<file path="config.mk">
export PLATFORM = sky130hd
export DESIGN_NAME = flappy_game_ctrl
export DESIGN_NICKNAME = d
export VERILOG_FILES = /design/src/rtl/flappy_game_ctrl.sv
export SDC_FILE = /design/constraint.sdc
export NUM_CORES = 1
export LEC_CHECK = 0
export ABC_AREA = 0
export CELL_PAD_IN_SITES_DETAIL_PLACEMENT = 1
export CELL_PAD_IN_SITES_GLOBAL_PLACEMENT = 2
export CORE_ASPECT_RATIO = 1.2
export CORE_MARGIN = 5
export CORE_UTILIZATION = 29
export CTS_BUF_LIST = sky130_fd_sc_hd__clkbuf_4
export CTS_CLUSTER_DIAMETER = 60
export CTS_CLUSTER_SIZE = 24
export DETAILED_ROUTE_END_ITERATION = 10
export PLACE_DENSITY = 0.8
export SETUP_SLACK_MARGIN = 0.1
export SYNTH_ARGS = -nofsm -noshare
export SYNTH_HDL_FRONTEND = slang
export SYNTH_SLANG_ARGS = --single-unit
export TNS_END_PERCENT = 10
</file>
<file path="constraint.sdc">
create_clock -name clk -period 5.15 [get_ports clk]
set_clock_uncertainty 0.1 [all_clocks]
set_input_delay 0.7725 -clock clk [delete_from_list [all_inputs] [get_ports clk]]
set_output_delay 0.7725 -clock clk [all_outputs]
set_load 0.005 [all_outputs]
</file>
<file path="src/rtl/flappy_game_ctrl.sv">
// Game-state controller: LOST/RESET/PLAY FSM, scroll accumulator, pipe gap queue, collision and scores.
// Latency: all outputs registered; inputs act on the next clk edge, and clr clears every output immediately.
// Backpressure: none; inputs are sampled every cycle and a scroll step that coincides with a loss is dropped.
module flappy_game_ctrl #(
    parameter int NUM_PIPES = 2,
    parameter int PIPE_SPAN = 345,
    parameter int PIPE_X0   = 439,
    parameter int PIPE_W    = 50,
    parameter int BIRD_XL   = 244,
    parameter int BIRD_XR   = 284,
    parameter int BIRD_HALF = 20,
    parameter int SCREEN_H  = 480,
    parameter int GAP_TOP   = 75,
    parameter int GAP_BOT   = 215,
    parameter int GAP_INIT  = 100,
    parameter int SCORE_W   = 4,
    parameter int TICK_W    = 18
) (
    input  logic                     clk,
    input  logic                     clr,
    input  logic                     jump,
    input  logic                     rst_game,
    input  logic                     pause_btn,
    input  logic [1:0]               speed_sel,
    input  logic [7:0]               rand_val,
    input  logic [9:0]               bird_y,
    output logic [1:0]               state,
    output logic                     paused,
    output logic                     scroll_tick,
    output logic [9:0]               pipe_pos,
    output logic [8*NUM_PIPES-1:0]   pipe_gaps,
    output logic [SCORE_W-1:0]       current_score,
    output logic [SCORE_W-1:0]       high_score,
    output logic                     hit
);

    typedef enum logic [1:0] {
        ST_LOST  = 2'd0,
        ST_RESET = 2'd1,
        ST_PLAY  = 2'd2,
        ST_BAD   = 2'd3
    } state_t;

    localparam int AW = TICK_W + 1;

    // Geometry constants in the 12-bit signed domain used by the collision test
    localparam logic signed [11:0] C_X0  = 12'(PIPE_X0);
    localparam logic signed [11:0] C_PW  = 12'(PIPE_W);
    localparam logic signed [11:0] C_BXL = 12'(BIRD_XL);
    localparam logic signed [11:0] C_BXR = 12'(BIRD_XR);
    localparam logic signed [11:0] C_BH  = 12'(BIRD_HALF);
    localparam logic signed [11:0] C_SH  = 12'(SCREEN_H);
    localparam logic signed [11:0] C_GT  = 12'(GAP_TOP);
    localparam logic signed [11:0] C_GB  = 12'(GAP_BOT);

    localparam logic [8*NUM_PIPES-1:0] GAPS_INIT = {NUM_PIPES{8'(GAP_INIT)}};
    localparam logic [SCORE_W-1:0]     SCORE_MAX = {SCORE_W{1'b1}};

    state_t              st;
    logic [TICK_W-1:0]   acc;
    logic [AW-1:0]       acc_sum;
    logic                pause_q;
    logic                pause_rise;
    logic signed [11:0]  px;
    logic signed [11:0]  by;
    logic signed [11:0]  gap0;
    logic                overlap;
    logic                vert_hit;
    logic                loss;

    assign state = st;

    // Step size is speed_sel+1; the carry out of the accumulator is the scroll strobe
    assign acc_sum    = AW'(acc) + AW'(speed_sel) + AW'(1);
    assign pause_rise = pause_btn & ~pause_q;

    // Bird-vs-pipe geometry; negative screen y is possible for very high birds
    assign px       = C_X0 - $signed({2'b00, pipe_pos});
    assign by       = C_SH - $signed({2'b00, bird_y});
    assign gap0     = $signed({4'b0000, pipe_gaps[7:0]});
    assign overlap  = (C_BXR > px) && (C_BXL < px + C_PW);
    assign vert_hit = (by - C_BH < gap0 + C_GT) || (by + C_BH > gap0 + C_GB);
    // Floor contact loses regardless of where the pipe is
    assign loss     = (st == ST_PLAY) && !paused && ((overlap && vert_hit) || (bird_y == 10'd0));

    // Free-running scroll accumulator and pause edge register, active in every state
    always_ff @(posedge clk or posedge clr) begin
        if (clr) begin
            acc         <= '0;
            scroll_tick <= 1'b0;
            pause_q     <= 1'b0;
        end else begin
            acc         <= acc_sum[TICK_W-1:0];
            scroll_tick <= acc_sum[TICK_W];
            pause_q     <= pause_btn;
        end
    end

    // Game FSM with pipe scrolling, gap queue, scores and the one-cycle hit flag
    always_ff @(posedge clk or posedge clr) begin
        if (clr) begin
            st            <= ST_RESET;
            paused        <= 1'b0;
            pipe_pos      <= '0;
            pipe_gaps     <= GAPS_INIT;
            current_score <= '0;
            high_score    <= '0;
            hit           <= 1'b0;
        end else begin
            hit <= 1'b0;
            if (current_score > high_score) begin
                high_score <= current_score;
            end
            case (st)
                ST_RESET: begin
                    pipe_pos      <= '0;
                    current_score <= '0;
                    pipe_gaps     <= GAPS_INIT;
                    paused        <= 1'b0;
                    if (jump) begin
                        st <= ST_PLAY;
                    end
                end
                ST_PLAY: begin
                    if (loss) begin
                        // Loss wins over any scroll or pause toggle in the same cycle
                        st     <= ST_LOST;
                        hit    <= 1'b1;
                        paused <= 1'b0;
                    end else begin
                        if (pause_rise) begin
                            paused <= ~paused;
                        end
                        if (scroll_tick && !paused) begin
                            if (pipe_pos < 10'(PIPE_SPAN)) begin
                                pipe_pos <= pipe_pos + 10'd1;
                            end else begin
                                pipe_pos  <= '0;
                                pipe_gaps <= {rand_val, pipe_gaps[8*NUM_PIPES-1:8]};
                                if (current_score != SCORE_MAX) begin
                                    current_score <= current_score + SCORE_W'(1);
                                end
                            end
                        end
                    end
                end
                ST_LOST: begin
                    if (rst_game) begin
                        st <= ST_RESET;
                    end
                end
                default: begin
                    st     <= ST_RESET;
                    paused <= 1'b0;
                end
            endcase
        end
    end

endmodule

</file>
# After elaboration in Yosys (flattened, before gate mapping)
# Cells that the tools add are included.
[word_totals]
register_bits = 58
inputBits = 25
[op_classes]
add_sub_neg = 11
magnitude_cmp = 6
n_eq_ne = 11
muxes = 22
n_bitwise = 4
n_reduce_logical = 16
[ops]
columns = ["cell", "count"]
rows = [
  ["two-way mux 16 bit", 3],
  ["case mux 16 bit (2 select lines)", 1],
  ["two-way mux 10 bit", 3],
  ["subtractor 9 x 10 -> 11 bit (first input constant)", 2],
  ["case mux 10 bit (2 select lines)", 1],
  ["adder 18 x 2 -> 19 bit", 1],
  ["adder 19 x 1 -> 19 bit (second input constant)", 1],
  ["two-way mux 4 bit", 4],
  ["adder 11 x 6 -> 12 bit (second input constant)", 1],
  ["adder 11 x 7 -> 12 bit (second input constant)", 1],
  ["> comparator 12 x 10 -> 1 bit", 1],
  ["< comparator 12 x 10 -> 1 bit", 1],
  ["< comparator 9 x 12 -> 1 bit (first input constant)", 1],
  ["subtractor 11 x 6 -> 12 bit (second input constant)", 1],
  ["> comparator 10 x 11 -> 1 bit (first input constant)", 1],
  ["adder 10 x 1 -> 10 bit (second input constant)", 1],
  ["logical NOT 10 bit", 1],
  ["< comparator 10 x 9 -> 1 bit (second input constant)", 1],
  ["inequality test 2 bit (second input constant)", 5],
  ["adder 8 x 7 -> 9 bit (second input constant)", 1],
  ["adder 8 x 8 -> 9 bit (second input constant)", 1],
  ["case mux 4 bit (2 select lines)", 1],
  ["two-way mux 2 bit", 3],
  ["case mux 2 bit (3 select lines)", 1],
  ["20 further kinds", 32],
]

# Logic depth before layout (Yosys ltp)
# Gate-level depths: netlist of run 1.
[depth]
ltp_word = 9
mapped_depth = 22
mapped_depth_nobuf = 20

# Worst setup path before layout of run 1
# OpenSTA, ideal clock, no wires.
[synth_timing]
path_kind = "input -> register"
start = "in bird_y[0]"
end = "reg current_score[2]"
setup_ns = 0.094
t_arrival_ns = 4.292
required_time_ns = 4.956
setup_slack_ns = 0.665
cell_stages = 22
n_path_buf = 3
cell_sequence = "or2_0 -> clkbuf_1 -> o21ai_0 -> and2_1 -> ha_1 -> inv_1 -> or3_1 -> o22ai_1 -> a21oi_1 -> xor2_1 -> ha_1 -> a211oi_1 -> nor3_1 -> a211oi_1 -> a21oi_1 -> or3_4 -> o211ai_4 -> and2_4 -> buf_6 -> buf_6 -> nand2_1 -> a221oi_2"
[synth_via]
elab_chain_len = 9
[synth_rtl]
columns = ["item", "line_no", "source"]
rows = [
  ["from (decl)", "26", "input logic [9:0] bird_y,"],
  ["subtractor 9 x 10 -> 11 bit", "79", "assign by = C_SH - $signed({2'b00, bird_y});"],
  ["subtractor 11 x 6 -> 12 bit / adder 11 x 6 -> 12 bit (equally long branches)", "82", "assign vert_hit = (by - C_BH < gap0 + C_GT) || (by + C_BH > gap0 + C_GB);"],
  ["< comparator 12 x 10 -> 1 bit / > comparator 12 x 10 -> 1 bit (equally long branches)", "82", ""],
  ["logical OR 1 bit", "82", ""],
  ["logical AND 1 bit", "84", "assign loss = (st == ST_PLAY) && !paused && ((overlap && vert_hit) || (bird_y == 10'd0));"],
  ["logical OR 1 bit *", "84", ""],
  ["logical AND 1 bit *", "84", ""],
  ["inequality test 2 bit (no line) *", "-", ""],
  ["AND reduction 5 bit (no line) *", "-", ""],
  ["to (signal assigned)", "141", "current_score <= current_score + SCORE_W'(1);"],
  ["to (decl)", "32", "output logic [SCORE_W-1:0] current_score,"],
]
# Every way passes the cells marked *; elsewhere a longest branch is shown, timed or not.
# A chain may end at the register's enable or synchronous reset.

# Worst setup path in the final report of run 1
[layout_timing]
start = "in bird_y[1]"
end = "reg pipe_pos[7]"
[layout_via]
elab_chain_len = 9
[layout_rtl]
columns = ["item", "line_no", "source"]
rows = [
  ["subtractor 9 x 10 -> 11 bit", "79", ""],
  ["subtractor 11 x 6 -> 12 bit / adder 11 x 6 -> 12 bit (equally long branches)", "82", ""],
  ["< comparator 12 x 10 -> 1 bit / > comparator 12 x 10 -> 1 bit (equally long branches)", "82", ""],
  ["logical OR 1 bit", "82", ""],
  ["logical AND 1 bit", "84", ""],
  ["logical OR 1 bit *", "84", ""],
  ["logical AND 1 bit *", "84", ""],
  ["inequality test 2 bit (no line) *", "-", ""],
  ["AND reduction 3 bit (no line) *", "-", ""],
  ["to (signal assigned)", "136", "pipe_pos <= pipe_pos + 10'd1;"],
  ["to (decl)", "30", "output logic [9:0] pipe_pos,"],
]
# Marked as above.

==> results_dict.tcl, run 1 <==
set metrics [dict create \
    leakage_uw 0.002301 \
    num_rows 49 \
    final_cell_area_um2 5568 \
    root_buffer "clkbuf_4" \
    coreArea_um2 15080 \
    crit_path_start_kind "input port" \
    synth-seq-cells 58 \
    synth_top_area_share 0.2843 \
    p_int_uw 934.7 \
    crit_fanout 6 \
    worst_pin_slew_ns 0.7977 \
    finalSetupViolations 0 \
    dp_hpwl_mm 9.871 \
    clkTransAtPathRegs_ns 0.10 \
    final_max_slew_viol_count 0 \
    p_per_area_nw_per_um2 262.2 \
    viasPerCell 5.104 \
    first_global_vias 4335 \
    initial_core_util 0.2977 \
    switchingPower_uw 525.1 \
    num_vias 3976 \
    grtUsageTotal 0.1428 \
    syn_area_per_cell_um2 8.979 \
    crit_chain "clkdlybuf4s50_1 > inv_1 > ha_1 > nor2b_1 > nor2_1 > ha_2 > inv_1 > or3_1 > o22ai_1 > a21oi_1 > xor2_1 > ha_1 > a211oi_1 > nor3_1 > a211oi_1 > a21oi_1 > or3_4 > o211ai_4 > a31oi_1 > or2_4 > o31ai_1" \
    finalCritPeriodShare 0.9302 \
    clkPwrFrac 0.254 \
    antenna_left 0 \
    clock_latency_ns 0.41 \
    finalSetupTns_ns 0 \
    globalRouteOverflowTotal 0 \
    outcome "complete, no violations" \
    finalWeightedCongestion 0.7653 \
    layout_commonest_cell "clkdlybuf4s50_1" \
    syn-num-nets 565 \
    antenna_found_initial 0 \
    arrival_ns 5.00 \
    critPathKind "input port to flip-flop" \
    ios 64 \
    grt_start_max_net_pins 59 \
    regArea_um2 1460 \
    synth-edff-count 0 \
    wl_mm 12.40 \
    cap_violations 0 \
    die_x_um 123.6 \
    wire_per_inst_um 15.92 \
    syn2layout_area_growth_pct 24.02 \
    synthArstFlopShare 1.000 \
    cp_num_buf_inv 3 \
    yosysWarnings 0 \
    netlist_instances 500 \
    utilization 0.3692 \
    swShare 0.3597 \
    cts-buffers-inserted 9 \
    ys_dominant_reg_cell "dfrtp_1" \
    crit_path_top_delay_cell "clkdlybuf4s50_1" \
    max_freq_mhz 208.8 \
    multi_input_area_um2 2765 \
    hold_viol_final 0 \
    portBuffers 63 \
    grt_pass1_wl_mm 21.18 \
    cts.sinks 58 \
    comb_power_share 0.363 \
    layout-drive-gt1-share 0.1148 \
    drtIter0Drc 164 \
    die-area_um2 18080 \
    placed_area_um2 5398 \
    final_cell_mix "clkdlybuf4s50_1, dfrtp_1, ha_1, inv_1, xnor2_1" \
    cp_slowest_stage_delay_ns 0.53 \
    hp-class "flip-flop to flip-flop" \
    htreeDepth 3 \
    vdd_drop_max_mv 0.2019 \
    rsz0062_at_grt "true" \
    seq_area_frac_synth 0.3253 \
    cts_tree "done" \
    min_period_ns 4.790 \
    cp.required_ns 5.36 \
    synth_cell_types 68 \
    slew_headroom 0.4682 \
    path_delay_family "compound AO/OA/AOI/OAI gates" \
    seq_power_share 0.383 \
    fillers 1815 \
    firstDrtPassIters 4 \
    fin_hold_ws_ns 0.3773 \
    die_y_um 146.3 \
    synth_area_um2 4489 \
    power_uw 1460 \
    yosys-top-cells-area "dfrtp_1, ha_1, xnor2_1, dfstp_2, inv_1" \
    drc 0 \
    diodes 0 \
    crit_path_end_kind "flip-flop" \
    yosys.area.top_type "dfrtp_1" \
    fin_nets 635 \
    clockBufferDepth 2 \
]
[worst register-to-register path, cell delays in order, from the launching register on]
cell	delay, ns
dfrtp_1	0.45
nor3_1	0.33
nor2_1	0.12
o21a_1	0.20
or2_2	0.30
ha_1	0.29
a211oi_1	0.22
nor3_1	0.09
a211oi_1	0.19
a21oi_1	0.11
or3_4	0.35
o211ai_4	0.22
a31oi_1	0.14
or2_4	0.32
o31ai_1	0.27
[metal layers]
layer	track usage	wire, um	vias to the layer above
met2	0.2390	6145	64
met4	0.04211	218	0
li1	-	-	1941
met1	0.1863	5621	1956
met3	0.02515	414	15
met5	0	0	-
[worst paths after layout]
path / from / cells after the start / slack [ns] / end
max reg2reg: pipe_gaps[0]$_DFFE_PP0P_ / 14 / 1.37 / pipe_pos[7]$_DFFE_PP0P_
min reg2reg: acc[4]$_DFF_PP0_ / 1 / 0.38 / acc[4]$_DFF_PP0_
min in group asynchronous: clr / 3 / 0.77 / pipe_pos[1]$_DFFE_PP0P_
max in group asynchronous: clr / 3 / 3.68 / pipe_gaps[8]$_DFFE_PP0P_
max: bird_y[1] / 21 / 0.36 / pipe_pos[7]$_DFFE_PP0P_
min: acc[4]$_DFF_PP0_ / 1 / 0.38 / acc[4]$_DFF_PP0_
[logic make-up (layout without fill, tap and decap cells)]
family | Yosys count | in the layout | share of synthesized area
AOI/OAI and AO/OA | 127 | 127 | 0.1987
xor gates and xnor gates | 49 | 49 | 0.09560
adders and majority gates | 40 | 40 | 0.1132
buffers and inverters | 62 | 137 | 0.06020
DFF | 58 | 58 | 0.3253
muxes | 5 | 5 | 0.01171
and+or+nand+nor | 159 | 159 | 0.1954
[synth_stat cells (6+ instances only)]
master	number
and3_1	7
o21ai_0	24
xor2_1	14
clkbuf_1	14
inv_1	36
a22o_1	7
nand4_1	9
ha_1	39
a31oi_1	9
dfstp_2	7
xnor2_1	35
buf_2	6
or3_1	9
a211oi_1	8
nand2b_1	7
nand2_1	31
nor2_1	27
nand3_1	18
nor2b_1	9
nor3_1	13
a21oi_1	26
dfrtp_1	51
[per-stage QoR]
stage               setup WS, ns  instances
floorplan                 0.6645        500
global placement        0.007006        762
detailed placement       -0.2049        762
CTS                       0.2239        778
global route             0.04747        779
finish                    0.3597        779
[sequential cells by signal, summed over array words and instances, names as in the netlist, 2 cells and up]
signal,flops
acc,18
current_score,4
high_score,4
pipe_gaps,16
pipe_pos,10
state,2
[power groups by stage]
stage	combinational, uW	clock (uW)	sequential (uW)
6_report	530	371	559
5_1_grt	598	406	568
4_1_cts	535	387	561
3_5_place_dp	533	0	568
3_3_place_gp	505	0	563
2_1_floorplan	352	0	556
[final cells by class]
cell class | count | area share
multi-input combinational | 380 | 0.4966
clock inverter | 6 | 0.01461
sequential | 58 | 0.2622
inverter | 36 | 0.02427
tap | 204 | 0.04584
timing repair buffer | 85 | 0.1429
clock buffer | 10 | 0.01348
[timing repair]
item                       in CTS  in global routing
gates resized for setup         0                  6
hold buffers                    0                  0
setup buffers                   0                  1
setup endpoints to repair       0                 22
Note: power is estimated with default switching activity, not from simulation.
==> run 2, diff against run 1 <==
Settings changed: CORE_ASPECT_RATIO 1.2 to 0.6.
==> run 2 against run 1 <==
Clock-buffer cell count down 1. Clock power up 11%. Power up 4.1%. Worst setup slack worse by 0.070 ns. Via count up 0.35%. Hold slack worse by 0.0019 ns. Maximum frequency down 1.4%. Design area up 2.5%. Global-route usage up 0.24 points. Largest cell class unchanged. First-iteration DRC count up 19%.
==> results_dict.tcl, run 2 (synthesis results as in run 1) <==
set metrics [dict create \
    fin_nets 647 \
    largest_reg_flops 18 \
    fin_hold_ws_ns 0.3753 \
    final_cell_mix "clkdlybuf4s50_1, dfrtp_1, ha_1, inv_1, xnor2_1" \
    crit_path_end_kind "flip-flop" \
    die_y_um 106.4 \
    finalSetupViolations 0 \
    cts_tree "done" \
    globalRouteOverflowTotal 0 \
    cp.required_ns 5.34 \
    arrival_ns 5.06 \
    grt_start_max_net_pins 39 \
    clkTransAtPathRegs_ns 0.10 \
    grtUsageTotal 0.1452 \
    wire_per_inst_um 16.68 \
    root_buffer "clkbuf_4" \
    layout-drive-gt1-share 0.1431 \
    crit_path_top_delay_cell "or4_1" \
    cp_slowest_stage_delay_ns 0.50 \
    path_common_cell "buf_4" \
    finalSetupTns_ns 0 \
    reg_top3 "acc: 18 flops, pipe_gaps: 16 flops, pipe_pos: 10 flops" \
    layout_commonest_cell "clkdlybuf4s50_1" \
    grt_pass1_wl_mm 21.49 \
    crit_path_start_kind "input port" \
    finalCritPeriodShare 0.9438 \
    cts.sinks 58 \
    power_uw 1520 \
    num_vias 3990 \
    min_period_ns 4.861 \
    first_global_vias 4167 \
    r2r_setup_slack_ns 1.25 \
    num_rows 35 \
    wl_mm 13.18 \
    p_int_uw 978.0 \
    clock_latency_ns 0.41 \
    seq_power_share 0.367 \
    leakage_uw 0.002378 \
    comb_power_share 0.362 \
    clockBufferDepth 2 \
    swShare 0.3565 \
    cp-endpoint "current_score[1]$_DFFE_PP0P_" \
    initial_core_util 0.2937 \
    clkPwrFrac 0.271 \
    slew_headroom 0.4206 \
    finalWeightedCongestion 0.7920 \
    antenna_found_initial 0 \
    vdd_drop_max_mv 0.1126 \
    cts-buffers-inserted 9 \
    portBuffers 63 \
    syn2layout_area_growth_pct 27.17 \
    r2r_end "current_score[1]$_DFFE_PP0P_" \
    die-area_um2 18150 \
    hp-class "flip-flop to flip-flop" \
    cts.repair.resized 0 \
    drc 0 \
    drtIter0Drc 195 \
    diodes 0 \
    startpoint "bird_y[0]" \
    worst-r2r-cell-count 17 \
    largest_register "acc" \
    hold_viol_final 0 \
    ios 64 \
    switchingPower_uw 541.9 \
    viasPerCell 5.051 \
    cap_violations 0 \
    post_cts_buffers 0 \
    dp.cells 773 \
    rsz0062_at_grt "true" \
    stdcell_count 790 \
    coreArea_um2 15280 \
    outcome "complete, no violations" \
    htreeDepth 3 \
    die_x_um 170.6 \
    worst_pin_slew_ns 0.8691 \
    final_max_slew_viol_count 0 \
    placed_area_um2 5487 \
    reg2reg_from "pipe_gaps[0]$_DFFE_PP0P_" \
    dp_hpwl_mm 10.29 \
    final_cell_area_um2 5709 \
    cts_hold_buf 0 \
    critPathKind "input port to flip-flop" \
    firstDrtPassIters 4 \
    crit_chain "clkdlybuf4s50_1 > inv_1 > ha_1 > buf_4 > nor3b_2 > buf_4 > xor2_1 > o21ai_1 > nor3_1 > nand2b_1 > ha_1 > o2111ai_1 > a31oi_1 > or4_1 > o32ai_2 > o211ai_4 > buf_4 > and2_2 > and4_1 > or3_1" \
    max_freq_mhz 205.7 \
    antenna_left 0 \
    p_per_area_nw_per_um2 266.2 \
    crit_fanout 11 \
]
-- run 2: worst min path at each step --
stage / slack [ns] / end / cells after the start / startpoint
after floorplan: 0.34 / acc[17]$_DFF_PP0_ / 1 / acc[17]$_DFF_PP0_
after global placement: 0.35 / acc[6]$_DFF_PP0_ / 1 / acc[6]$_DFF_PP0_
after detailed placement: 0.36 / acc[11]$_DFF_PP0_ / 1 / acc[11]$_DFF_PP0_
after CTS: 0.38 / acc[11]$_DFF_PP0_ / 1 / acc[11]$_DFF_PP0_
after global routing: 0.40 / acc[11]$_DFF_PP0_ / 1 / acc[11]$_DFF_PP0_
final: 0.38 / acc[11]$_DFF_PP0_ / 1 / acc[11]$_DFF_PP0_
-- run 2: area by class of cell --
type                       count  area (um2)
tap                          203       254.0
clock buffer                   9       67.56
clock inverter                 7       107.6
timing repair buffer          96       878.3
multi-input combinational    381        2806
fill                        1791        9574
sequential                    58        1460
inverter                      36       135.1
-- run 2: critical path: cells and delay by family --
family / cells / cell delay [ns]
fa+ha+maj: 2 / 0.46
compound gates: 5 / 0.56
buf+inv: 5 / 1.09
xor+xnor: 1 / 0.16
simple gates: 7 / 1.99
-- run 2: metal layers --
layer / GRT usage / vias to the layer above / share of wire
li1: - / 1965 / -
met5: 0 / - / 0
met2: 0.2187 / 53 / 0.42
met4: 0.02393 / 0 / 0.0053
met3: 0.03159 / 8 / 0.038
met1: 0.2155 / 1964 / 0.53
-- run 2: metrics by stage --
| stage | utilization | worst slack [ns] |
|---|---|---|
| CTS | 0.3704 | 0.1689 |
| finish | 0.3736 | 0.2894 |
| floorplan | - | 0.6645 |
| global route | 0.3736 | 0.07953 |
| global placement | 0.3590 | 0.02928 |
| detailed placement | 0.3590 | -0.2237 |
-- run 2: power groups by stage --
stage               Combinational [uW]  Sequential [uW]  Clock, uW
finish                             550              558        411
CTS                                544              559        427
global placement                   509              563          0
global route                       616              568        454
floorplan                          352              556          0
detailed placement                 537              568          0
